## config.mk

```make
export PLATFORM = sky130hd
export DESIGN_NAME = sklansky_adder_pipe
export DESIGN_NICKNAME = d
export VERILOG_FILES = /design/src/rtl/sklansky_adder_pipe.sv
export SDC_FILE = /design/constraint.sdc
export NUM_CORES = 1
export LEC_CHECK = 0
export BUFFER_PORTS_ARGS = -buffer_cell sky130_fd_sc_hd__buf_2
export CELL_PAD_IN_SITES_DETAIL_PLACEMENT = 0
export CELL_PAD_IN_SITES_GLOBAL_PLACEMENT = 2
export CORE_MARGIN = 1
export CORE_UTILIZATION = 37
export DETAILED_ROUTE_END_ITERATION = 8
export PLACE_DENSITY_LB_ADDON = 0.08
export SLEW_MARGIN = 0
export SYNTH_ARGS = -nofsm -noshare
export SYNTH_HDL_FRONTEND = slang
export SYNTH_SLANG_ARGS = --single-unit
```

## constraint.sdc

```tcl
create_clock -name clk -period 3.7 [get_ports clk]
set_input_delay 0.37 -clock clk [delete_from_list [all_inputs] [get_ports clk]]
set_output_delay 0.37 -clock clk [all_outputs]
set_load 0.03 [all_outputs]
```

## src/rtl/sklansky_adder_pipe.sv

```systemverilog
// Pipelined add/subtract unit built on a Sklansky parallel-prefix carry tree.
// STAGES register boundaries: the last one drives the outputs, the rest sit between prefix levels.
module sklansky_adder_pipe #(
   parameter int WIDTH  = 32,
   parameter int STAGES = 2
) (
   input  logic             clk,
   input  logic             rst,
   input  logic             in_valid,
   output logic             in_ready,
   input  logic [WIDTH-1:0] A,
   input  logic [WIDTH-1:0] B,
   input  logic             Cin,
   input  logic             Sub,
   output logic             out_valid,
   input  logic             out_ready,
   output logic [WIDTH-1:0] Sum,
   output logic             Cout,
   output logic             Ovf,
   output logic             Zero
);

   localparam int LEVELS = $clog2(WIDTH);
   localparam int DW     = 3 * WIDTH + 1;

   // Internal boundary k lands after prefix level ceil(k*LEVELS/STAGES)-1.
   function automatic logic f_reg_after(input int lvl);
      logic r;
      r = 1'b0;
      for (int k = 1; k < STAGES; k++) begin
         if ((k * LEVELS + STAGES - 1) / STAGES - 1 == lvl) r = 1'b1;
      end
      return r;
   endfunction

   logic             w_advance;
   logic [WIDTH-1:0] w_beff;
   logic [WIDTH-1:0] w_x;
   logic [WIDTH-1:0] w_g0;
   logic             w_c0;

   logic             r_out_valid;
   logic [WIDTH-1:0] r_sum;
   logic             r_cout;
   logic             r_ovf;
   logic             r_zero;

   assign w_advance = !r_out_valid || out_ready;
   assign in_ready  = w_advance;

   assign w_beff = Sub ? ~B : B;
   assign w_c0   = Sub | Cin;
   assign w_x    = A ^ w_beff;

   // Carry-in is folded into bit 0's generate so the tree yields true carries.
   always_comb begin
      w_g0    = A & w_beff;
      w_g0[0] = w_g0[0] | (w_x[0] & w_c0);
   end

   // Bus layout per level: {bitwise P, group P, group G, c0}
   logic [DW-1:0] w_bus [0:LEVELS];
   logic          w_vld [0:LEVELS];

   assign w_bus[0] = {w_x, w_x, w_g0, w_c0};
   assign w_vld[0] = in_valid;

   for (genvar l = 0; l < LEVELS; l++) begin : g_lvl
      localparam int SPAN = 1 << l;

      logic [WIDTH-1:0] w_x_l;
      logic [WIDTH-1:0] w_p_i;
      logic [WIDTH-1:0] w_g_i;
      logic [WIDTH-1:0] w_p_o;
      logic [WIDTH-1:0] w_g_o;
      logic             w_c_l;

      assign {w_x_l, w_p_i, w_g_i, w_c_l} = w_bus[l];

      always_comb begin
         int j;
         j     = 0;
         w_p_o = w_p_i;
         w_g_o = w_g_i;
         for (int i = 0; i < WIDTH; i++) begin
            if ((i & SPAN) != 0) begin
               j        = (i & ~(2 * SPAN - 1)) + SPAN - 1;
               w_g_o[i] = w_g_i[i] | (w_p_i[i] & w_g_i[j]);
               w_p_o[i] = w_p_i[i] & w_p_i[j];
            end
         end
      end

      if (f_reg_after(l)) begin : g_reg
         logic [DW-1:0] r_bus;
         logic          r_vld;

         always_ff @(posedge clk) begin
            if (rst) begin
               r_vld <= 1'b0;
            end else if (w_advance) begin
               r_vld <= w_vld[l];
            end
         end

         always_ff @(posedge clk) begin
            if (w_advance) begin
               r_bus <= {w_x_l, w_p_o, w_g_o, w_c_l};
            end
         end

         assign w_bus[l+1] = r_bus;
         assign w_vld[l+1] = r_vld;
      end else begin : g_comb
         assign w_bus[l+1] = {w_x_l, w_p_o, w_g_o, w_c_l};
         assign w_vld[l+1] = w_vld[l];
      end
   end

   logic [WIDTH-1:0] w_xf;
   logic [WIDTH-1:0] w_gf;
   logic [WIDTH-1:0] w_carry;
   logic [WIDTH-1:0] w_sum;
   logic             w_cf;

   assign w_xf    = w_bus[LEVELS][DW-1 -: WIDTH];
   assign w_gf    = w_bus[LEVELS][WIDTH:1];
   assign w_cf    = w_bus[LEVELS][0];
   assign w_carry = {w_gf[WIDTH-2:0], w_cf};
   assign w_sum   = w_xf ^ w_carry;

   // Output fields are forced to zero whenever no valid beat is held.
   always_ff @(posedge clk) begin
      if (rst) begin
         r_out_valid <= 1'b0;
         r_sum       <= '0;
         r_cout      <= 1'b0;
         r_ovf       <= 1'b0;
         r_zero      <= 1'b0;
      end else if (w_advance) begin
         r_out_valid <= w_vld[LEVELS];
         if (w_vld[LEVELS]) begin
            r_sum  <= w_sum;
            r_cout <= w_gf[WIDTH-1];
            r_ovf  <= w_carry[WIDTH-1] ^ w_gf[WIDTH-1];
            r_zero <= (w_sum == '0);
         end else begin
            r_sum  <= '0;
            r_cout <= 1'b0;
            r_ovf  <= 1'b0;
            r_zero <= 1'b0;
         end
      end
   end

   assign out_valid = r_out_valid;
   assign Sum       = r_sum;
   assign Cout      = r_cout;
   assign Ovf       = r_ovf;
   assign Zero      = r_zero;

endmodule
```

==> metrics.md, run 1 <==
| Metric | Value |
|---|---|
| Drt pass-1 iters | `5` |
| Layout cell share with drive strength beyond 1 | `27.2%` |
| Largest area contributor in the synthesized netlist | `sky130_fd_sc_hd__edfxtp_1` |
| Post-detailed-route wirelength per cell | `16.2 um` |
| Leak pwr | `3.02 nW` |
| Count leader, synth | `sky130_fd_sc_hd__edfxtp_1` |
| Overall power after layout | `4.00 mW` |
| Worst Path Class, Setup | `reg -> reg` |
| Total wirelength of the detailed-routed design | `11,900 um` |
| Synth unique cells | `35` |
| Setup repair after global routing missed its margin | `no` |
| Fillers | `1,358` |
| Post-layout min period | `3.09 ns` |
| Power Internal | `3.01 mW` |
| Final Slew Violations | `0` |
| Remaining antenna violation count | `0` |
| Count of routing violations after the opening detailed-route iteration | `204` |
| Switching power | `0.994 mW` |
| R2R setup slack | `0.61 ns` |
| Syn-to-layout area delta | `23.8%` |
| Mean instance size in the synthesized netlist | `12.9 um^2` |
| Antenna diode instance count | `0` |
| Die W | `124 um` |
| Proportion of netlist area held by the largest area contributor | `47.0%` |
| CTS tree | `built` |
| Top cells by area in the synthesized netlist | `sky130_fd_sc_hd__edfxtp_1 47%, sky130_fd_sc_hd__dfxtp_1 13%, sky130_fd_sc_hd__ha_1 7.7%` |
| Routed via count | `3,621` |
| Via count of the first global-routing pass | `3,615` |
| Total negative setup slack | `0 ns` |
| Maximum fanout along the worst path | `9` |
| Total power per unit cell area | `588 mW/mm^2` |
| Clock-pin transition on the worst setup and hold timing paths | `0.05 ns` |
| TritonCTS sink count | `123` |
| Overall global routing resource usage | `16.7%` |
| Worst supply voltage drop on vdd | `0.346 mV` |
| Primary FF master, synth | `sky130_fd_sc_hd__edfxtp_1` |
| Area taken by multi-input logic gates | `0.00210 mm^2` |
| Starting Density | `37.8%` |
| Core footprint | `0.0145 mm^2` |
| Reg2reg path depth | `7` |
| DRC Markers | `0` |
| Hold buffer count at CTS | `0` |
| Critical Path End Type | `flop` |
| Switching share of power | `24.8%` |
| Number of enable-type register cells in the synthesized netlist | `86` |
| Half-perimeter wire length after placement | `8410 um` |
| Synth cell count leaders | `86 x sky130_fd_sc_hd__edfxtp_1, 42 x sky130_fd_sc_hd__xor2_1, 40 x sky130_fd_sc_hd__nor2_1` |
| Number of antenna violations at the first check in global routing | `0` |
| Final clock skew | `0.00787 ns` |
| Clock tree root buffer cell | `sky130_fd_sc_hd__clkbuf_16` |
| Path category of the worst min-delay check | `in -> reg` |
| Post-synthesis instance area | `0.00550 mm^2` |
| Share of total power in combinational logic | `15.8%` |
| Final weighted congestion of routability-driven global placement | `0.735` |
| Maximum buffer depth of the clock tree | `2` |
| Slew Limit Headroom | `35.2%` |
| Worst Max-Slew Pin Slew | `0.972 ns` |
| Post-synthesis instance total | `425` |
| Final hold viol count | `0` |
| Clock latency reported for the late side of the worst-skew pair | `0.41 ns` |
| Part of the total power dissipated in the clock network | `40.5%` |
| Last element of the critical path | `Zero$_SDFFE_PP0P_` |
| Reg power frac | `43.8%` |
| I/O pins | `107` |
| WP data required | `4.04 ns` |
| Endpoints failing setup | `0` |
| Maximum clock frequency | `0.324 GHz` |
| First element of the critical path | `g_lvl[2].g_reg.r_bus[8]$_DFFE_PP_` |
| Result of the run | `finished, final reports clean` |
| Final worst-path cycle share | `83.5%` |
| Setup fix buffers added after clock tree synthesis | `0` |
| Total grt overflow | `0` |
| Chip Height | `124 um` |
| Number of buffers added by the clock tree synthesis step | `17` |
| Global-route wire length before repair | `18,500 um` |
| Area of the die | `0.0154 mm^2` |
| # resized after CTS | `0` |
| H-Tree Level Count | `4` |
| Maximum number of pins on one net before global-route repair | `47` |
| Critical path launch point type | `flop` |
| Max-Cap Viols | `0` |
| Number of register bits inferred by synthesis | `123` |
| Post-detailed-route via-to-cell ratio | `4.93` |
| Net count of the finished layout | `642` |
| Sequential-to-total area share from yosys stat | `60.4%` |
| RR Startpoint | `g_lvl[2].g_reg.r_bus[8]$_DFFE_PP_` |
| Crit path DAT | `3.43 ns` |
| Row Count | `44` |
| Proportion of register bits with asynchronous set or reset after synthesis | `0%` |
| Number of I/O port buffers | `106` |
| RR Endpoint | `Zero$_SDFFE_PP0P_` |
| Warnings from Yosys | `0` |
| FF+latch area | `0.00332 mm^2` |
| Post-Syn Nets | `529` |
## per-stage QoR
stage	util (%)	instances	hold WS, ns	area [um^2]	worst slack (ns)
after floorplan	-	425	0.474	5500	0.243
after global placement	42.9	703	0.442	6230	0.664
after detailed placement	42.9	703	0.450	6230	0.650
after CTS	46.8	735	0.219	6810	0.627
after global routing	46.8	735	0.233	6810	0.464
final	46.8	735	0.239	6810	0.609
## sequential cells by signal (all words and copies together) (netlist names)
register / cells
g_lvl.g_reg.r_bus: 86
Zero: 1
out_valid: 1
Sum: 32
Ovf: 1
Cout: 1
g_lvl.g_reg.r_vld: 1
## critical path, stage by stage (launching register included)
cell	delay [ns]
sky130_fd_sc_hd__edfxtp_1	0.54
sky130_fd_sc_hd__a21o_1	0.34
sky130_fd_sc_hd__ha_1	0.33
sky130_fd_sc_hd__or4b_2	0.65
sky130_fd_sc_hd__or4_1	0.42
sky130_fd_sc_hd__nor4_1	0.34
sky130_fd_sc_hd__nand4_1	0.22
sky130_fd_sc_hd__o21ai_1	0.16
## per-layer routing
layer / wire length, um / track usage, %
met5: 0 / 0
met2: 5760 / 26.8
met4: 93 / 8.04
met1: 5470 / 21.4
met3: 555 / 3.94
## area by class of cell
type                       count  area share (%)
sequential                   123            48.8
multi-input combinational    283            30.8
timing repair buffer         112            8.45
clock buffer                  22            6.67
tap                          184            3.38
clock inverter                10            1.82
inverter                       1          0.0735
## worst min path at each step
| stage | from | to | cells past startpoint |
|---|---|---|---|
| floorplan | g_lvl[2].g_reg.r_vld$_SDFFE_PP0P_ | g_lvl[2].g_reg.r_vld$_SDFFE_PP0P_ | 2 |
| finish | Cin | g_lvl[2].g_reg.r_bus[0]$_DFFE_PP_ | 2 |
| global placement | Sum[8]$_SDFFE_PP0P_ | Sum[8]$_SDFFE_PP0P_ | 2 |
| CTS | in_valid | g_lvl[2].g_reg.r_vld$_SDFFE_PP0P_ | 3 |
| global route | Cin | g_lvl[2].g_reg.r_bus[0]$_DFFE_PP_ | 2 |
| detailed placement | Cout$_SDFFE_PP0P_ | Cout$_SDFFE_PP0P_ | 2 |
## power by group through the flow
stage               logic (mW)  registers [mW]  clock network [mW]
floorplan                0.413            1.80                   0
global placement         0.641            1.78                   0
detailed placement       0.642            1.78                   0
CTS                      0.646            1.75                1.66
global route             0.713            1.77                1.71
finish                   0.631            1.75                1.62
## cells in the final DEF, fill, tap and decap left out, types with 19 or more instances in the layout
cell	n
sky130_fd_sc_hd__xnor2_1	21
sky130_fd_sc_hd__edfxtp_1	86
sky130_fd_sc_hd__ha_1	34
sky130_fd_sc_hd__a21o_1	22
sky130_fd_sc_hd__a22oi_1	31
sky130_fd_sc_hd__xor2_1	42
sky130_fd_sc_hd__buf_2	106
sky130_fd_sc_hd__a21oi_1	19
sky130_fd_sc_hd__dfxtp_1	37
sky130_fd_sc_hd__nor2_1	40
## cells by family after synthesis
kind of cell	after synthesis	synth area share, %
compound gates	88	11.1
buf+inv	19	1.57
flops	123	60.4
simple gates	98	9.08
xor+xnor	63	10.0
fa+ha+maj	34	7.74
Power figures use the tool's default switching activity.
==> run 2, diff against run 1 <==
Settings changed: CORE_UTILIZATION 37 to 33.
Clock period 3.7 ns to 2.7 ns, I/O delays scaled along.
==> run 2 against run 1 <==
Via count up 0.91%. Clock skew fell by 0.0018 ns. Non-clock buffer count up 8. Design area rose by 3.9%. Setup slack worse by 0.44 ns. Critical path depth stayed put.
==> metrics.md, run 2 (same netlist as run 1, synthesis figures left out) <==
| Metric | Value |
|---|---|
| Highest-count cells in the layout ignoring fill and taps | `106 x sky130_fd_sc_hd__buf_2, 86 x sky130_fd_sc_hd__edfxtp_1, 42 x sky130_fd_sc_hd__xor2_1, 40 x sky130_fd_sc_hd__nor2_1, 36 x sky130_fd_sc_hd__dfxtp_1` |
| Largest reg by FF count | `g_lvl.g_reg.r_bus` |
| Worst Max-Slew Pin Slew | `0.534 ns` |
| H-Tree Level Count | `4` |
| Area taken by multi-input logic gates | `0.00213 mm^2` |
| TritonCTS sink count | `123` |
| Slew Limit Headroom | `64.4%` |
| Row Count | `46` |
| Result of the run | `finished, final reports clean` |
| Final worst-path cycle share | `93.7%` |
| Critical path launch point type | `flop` |
| Die W | `131 um` |
| Hold Slack | `0.142 ns` |
| Remaining antenna violation count | `0` |
| Total negative setup slack | `0 ns` |
| Total power per unit cell area | `832 mW/mm^2` |
| Leak pwr | `3.11 nW` |
| Number of antenna violations at the first check in global routing | `0` |
| Maximum buffer depth of the clock tree | `2` |
| Maximum clock frequency | `0.395 GHz` |
| Placement Setup Slack | `0.0139 ns` |
| Total wirelength of the detailed-routed design | `12,300 um` |
| Chip Height | `131 um` |
| RR Startpoint | `g_lvl[2].g_reg.r_bus[8]$_DFFE_PP_` |
| Maximum fanout along the worst path | `2` |
| WP data required | `3.04 ns` |
| Drt pass-1 iters | `4` |
| Global-route wire length before repair | `19,400 um` |
| Post-layout min period | `2.53 ns` |
| Final Slew Violations | `0` |
| I/O pins | `107` |
| Number of I/O port buffers | `106` |
| Setup repair after global routing missed its margin | `no` |
| Final std cells w/o fill | `775` |
| Worst Path Class, Setup | `reg -> reg` |
| First element of the critical path | `g_lvl[2].g_reg.r_bus[8]$_DFFE_PP_` |
| Max-Cap Viols | `0` |
| Final hold viol count | `0` |
| Worst supply voltage drop on vdd | `0.428 mV` |
| Via count of the first global-routing pass | `3,657` |
| Core footprint | `0.0161 mm^2` |
| Placed Cells | `741` |
| Min-Delay Startpoint | `in_valid` |
| Layout cell share with drive strength beyond 1 | `29.9%` |
| Area after DPL | `0.00635 mm^2` |
| Overall power after layout | `5.88 mW` |
| Number of buffers added by the clock tree synthesis step | `17` |
| Half-perimeter wire length after placement | `8890 um` |
| Critical Path End Type | `flop` |
| Path category of the worst min-delay check | `in -> reg` |
| Starting Density | `34.2%` |
| Net count of the finished layout | `650` |
| Post-detailed-route via-to-cell ratio | `4.71` |
| Clock-pin transition on the worst setup and hold timing paths | `0.05 ns` |
| Clock tree root buffer cell | `sky130_fd_sc_hd__clkbuf_16` |
| FF+latch area | `0.00333 mm^2` |
| Fillers | `1,491` |
| CTS tree | `built` |
| Area of the die | `0.0172 mm^2` |
| Core Util, Final | `44.0%` |
| Most common cell after layout, fill and taps aside | `sky130_fd_sc_hd__buf_2` |
| Number of flip-flops under the largest register name | `86` |
| Final setup margin | `0.170 ns` |
| Final std cell area, no fill | `0.00707 mm^2` |
| Final clock skew | `0.00602 ns` |
| Total grt overflow | `0` |
| Clock latency reported for the late side of the worst-skew pair | `0.41 ns` |
| Hold buffer count at CTS | `0` |
| R2R setup slack | `0.17 ns` |
| Routed via count | `3,654` |
| Count of routing violations after the opening detailed-route iteration | `212` |
| Final weighted congestion of routability-driven global placement | `0.772` |
| Overall global routing resource usage | `15.6%` |
| Crit path DAT | `2.87 ns` |
| Endpoints failing setup | `0` |
| Syn-to-layout area delta | `28.7%` |
| Post-detailed-route wirelength per cell | `15.8 um` |
| Antenna diode instance count | `0` |
| DRC Markers | `0` |
| Maximum number of pins on one net before global-route repair | `91` |
[run 2: cell types whose count changed in the layout (fill, tap and decap cells not counted), moves of 2 or more]
cell,previous run,this run
sky130_fd_sc_hd__buf_4,6,11
sky130_fd_sc_hd__clkinv_2,7,2
sky130_fd_sc_hd__clkbuf_1,4,0
sky130_fd_sc_hd__clkinv_4,0,4
sky130_fd_sc_hd__clkinvlp_4,0,4
sky130_fd_sc_hd__bufinv_16,3,6
sky130_fd_sc_hd__buf_12,0,2
[run 2: routing by layer]
layer	vias up	share of wire (%)	global-route usage [%]
met2	82	47	25.4
met1	1738	47	19.9
met3	11	3.8	3.77
met5	-	0	0
met4	0	1.4	6.49
li1	1823	-	-
[run 2: critical path: stages, from the launching register on]
cell and delay, ns:
sky130_fd_sc_hd__edfxtp_1 0.43, sky130_fd_sc_hd__a21o_1 0.23, sky130_fd_sc_hd__ha_4 0.25, sky130_fd_sc_hd__or4b_4 0.52, sky130_fd_sc_hd__or4_4 0.50, sky130_fd_sc_hd__nor4_4 0.24, sky130_fd_sc_hd__nand4_1 0.13, sky130_fd_sc_hd__o21ai_1 0.15
[run 2: power breakdown]
group	internal, mW	leakage, nW	switching [mW]
Combinational	0.398	1.55	0.531
Clock	1.73	0.319	0.833
Sequential	2.29	1.24	0.0975
Total	4.42	3.11	1.46
[run 2: area by class of cell]
class	instances	share of cell area [%]
multi-input cells	283	30.1
well taps	216	3.82
inverters	1	0.106
clock inverters	15	3.50
repair buffers	120	9.39
flip-flops and latches	123	47.0
clock buffers	17	6.01
[run 2: worst paths after layout]
kind | to | cells past startpoint
hold reg to reg | Sum[16]$_SDFFE_PP0P_ | 2
setup / recovery | Zero$_SDFFE_PP0P_ | 7
hold / removal | g_lvl[2].g_reg.r_vld$_SDFFE_PP0P_ | 3
setup reg to reg | Zero$_SDFFE_PP0P_ | 7
[run 2: timing repair]
action	CTS	global route
pin swaps	0	6
gates cloned	0	0
setup endpoints to repair	1	1
gates resized for setup	1	5
setup buffers	0	2
==> run 3, diff against run 2 <==
Settings changed: CORE_UTILIZATION 33 to 37.
Clock period 2.7 ns to 2.44 ns, I/O delays scaled along.
==> run 3 against run 2 <==
Core utilization up 6.1 points. Critical path type unchanged. Sequential power up 11%. Total power up 6.5%. Highest routed layer unchanged.
==> metrics.md, run 3 (same netlist as run 1, synthesis figures left out) <==
| Metric | Value |
|---|---|
| Critical path launch point type | `flop` |
| Number of I/O port buffers | `106` |
| Core Util, Final | `50.2%` |
| WP data required | `2.78 ns` |
| Highest-count cells in the layout ignoring fill and taps | `106 x sky130_fd_sc_hd__buf_2, 86 x sky130_fd_sc_hd__edfxtp_1, 42 x sky130_fd_sc_hd__xor2_1, 40 x sky130_fd_sc_hd__nor2_1` |
| Final clock skew | `0.00405 ns` |
| Half-perimeter wire length after placement | `8580 um` |
| Chip Height | `124 um` |
| Antenna diode instance count | `0` |
| Final worst-path cycle share | `95.5%` |
| Net count of the finished layout | `674` |
| Slowest Stage Delay on Critical Path | `0.56 ns` |
| DRC Markers | `0` |
| Leak pwr | `3.20 nW` |
| Die W | `124 um` |
| Starting Density | `37.8%` |
| Core footprint | `0.0145 mm^2` |
| Final std cell area, no fill | `0.00729 mm^2` |
| Max-Cap Viols | `0` |
| CTS tree | `built` |
| Total wirelength of the detailed-routed design | `11,600 um` |
| Final weighted congestion of routability-driven global placement | `0.776` |
| Layout cell share with drive strength beyond 1 | `38.3%` |
| Area after DPL | `0.00666 mm^2` |
| H-Tree Level Count | `4` |
| Crit path DAT | `2.67 ns` |
| Row Count | `44` |
| Number of buffers added by the clock tree synthesis step | `17` |
| Result of the run | `finished, final reports clean` |
| Maximum number of pins on one net before global-route repair | `91` |
| Critical path cell sequence | `buf_6 > buf_4 > a211o_4 > and2_4 > a21oi_2 > xnor2_1 > or4_4 > o21ai_1` |
| Slowest cell on crit path | `sky130_fd_sc_hd__or4_4` |
| TritonCTS sink count | `123` |
| Overall global routing resource usage | `16.3%` |
| Setup repair after global routing missed its margin | `no` |
| Drt pass-1 iters | `4` |
| Syn-to-layout area delta | `32.6%` |
| Maximum clock frequency | `0.429 GHz` |
| Hold buffer count at CTS | `0` |
| Post-detailed-route via-to-cell ratio | `4.78` |
| Final Slew Violations | `0` |
| Count of routing violations after the opening detailed-route iteration | `142` |
| Most common cell after layout, fill and taps aside | `sky130_fd_sc_hd__buf_2` |
| Via count of the first global-routing pass | `3,628` |
| Worst Max-Slew Pin Slew | `0.967 ns` |
| Maximum fanout along the worst path | `7` |
| Number of antenna violations at the first check in global routing | `0` |
| Endpoints failing setup | `0` |
| Worst Path Class, Setup | `reg -> reg` |
| Post-layout min period | `2.33 ns` |
| Clock tree root buffer cell | `sky130_fd_sc_hd__clkbuf_16` |
| Largest reg by FF count | `g_lvl.g_reg.r_bus` |
| Clock latency reported for the late side of the worst-skew pair | `0.41 ns` |
| Maximum buffer depth of the clock tree | `2` |
| Total power per unit cell area | `859 mW/mm^2` |
| Path category of the worst min-delay check | `in -> reg` |
| Post-detailed-route wirelength per cell | `15.2 um` |
| Total grt overflow | `0` |
| Global-route wire length before repair | `18,200 um` |
| Area of the die | `0.0154 mm^2` |
| Worst supply voltage drop on vdd | `0.510 mV` |
| Slew Limit Headroom | `35.5%` |
| Routed via count | `3,666` |
| Critical Path End Type | `flop` |
| Number of flip-flops under the largest register name | `86` |
| Remaining antenna violation count | `0` |
| Clock-pin transition on the worst setup and hold timing paths | `0.05 ns` |
| Final hold viol count | `0` |
| I/O pins | `107` |
[run 3: changes by cell type in the layout (fill, tap and decap cells not counted), sizes merged]
cell	before	now
bufinv	6	3
clkinv	6	7
clkbuf	17	18
buf	120	144
inv	0	1
[run 3: area by class of cell]
cell class | instances | area (um^2)
Clock buffer | 18 | 429
Clock inverter | 14 | 153
Sequential cell | 123 | 3330
Inverter | 1 | 7.51
Timing Repair Buffer | 144 | 832
Fill cell | 1314 | 7240
Multi-Input combinational cell | 283 | 2310
Tap cell | 184 | 230
[run 3: through the flow]
| step | hold slack, ns | std cells | power [mW] | worst slack (ns) | TNS [ns] |
|---|---|---|---|---|---|
| after global placement | 0.441 | 735 | 3.81 | -0.184 | -0.290 |
| after detailed placement | 0.448 | 735 | 3.83 | -0.185 | -0.403 |
| after CTS | 0.0908 | 767 | 6.34 | 0.0428 | 0 |
| final | 0.112 | 767 | 6.27 | 0.111 | 0 |
| after global routing | 0.0916 | 767 | 6.56 | 0.0216 | 0 |
| after floorplan | 0.384 | 425 | 3.44 | -0.374 | -11.73 |
[run 3: final timing paths]
path	start	endpoint	slack, ns	cells past startpoint
max reg2reg	g_lvl[2].g_reg.r_bus[8]$_DFFE_PP_	Zero$_SDFFE_PP0P_	0.11	8
min	in_valid	g_lvl[2].g_reg.r_vld$_SDFFE_PP0P_	0.11	3
min reg2reg	Sum[16]$_SDFFE_PP0P_	Sum[16]$_SDFFE_PP0P_	0.46	2
max	g_lvl[2].g_reg.r_bus[8]$_DFFE_PP_	Zero$_SDFFE_PP0P_	0.11	8
[run 3: worst max-delay path: cells and delay by family (launching register included)]
kind            cells  cell delay, ns
compound gates      3            0.63
xor+xnor            1            0.10
buf+inv             2            0.31
flops               1            0.44
simple gates        2            0.75
[run 3: routing by layer]
metal  part of all wire (%)  up-vias  global-route usage, %  wire length (um)
met1                     44     1703                   19.7              5150
met5                      0        -                      0                 0
met2                     51       74                   27.7              5930
met4                    1.3        0                   7.14               156
met3                    3.5       14                   3.66               410
li1                       -     1875                      -                 -
[run 3: what timing repair did]
item	4_1_cts	5_1_grt
gates resized for setup	6	2
setup endpoints to repair	1	1
buffers inserted	0	0
pin swaps	3	0
[run 3: where the power goes]
group | total [mW] | internal [mW] | switching [mW] | leakage, nW
clock network | 2.47 | 1.59 | 0.880 | 0.278
logic | 1.15 | 0.516 | 0.637 | 1.68
registers | 2.65 | 2.54 | 0.109 | 1.24
total | 6.27 | 4.64 | 1.63 | 3.20
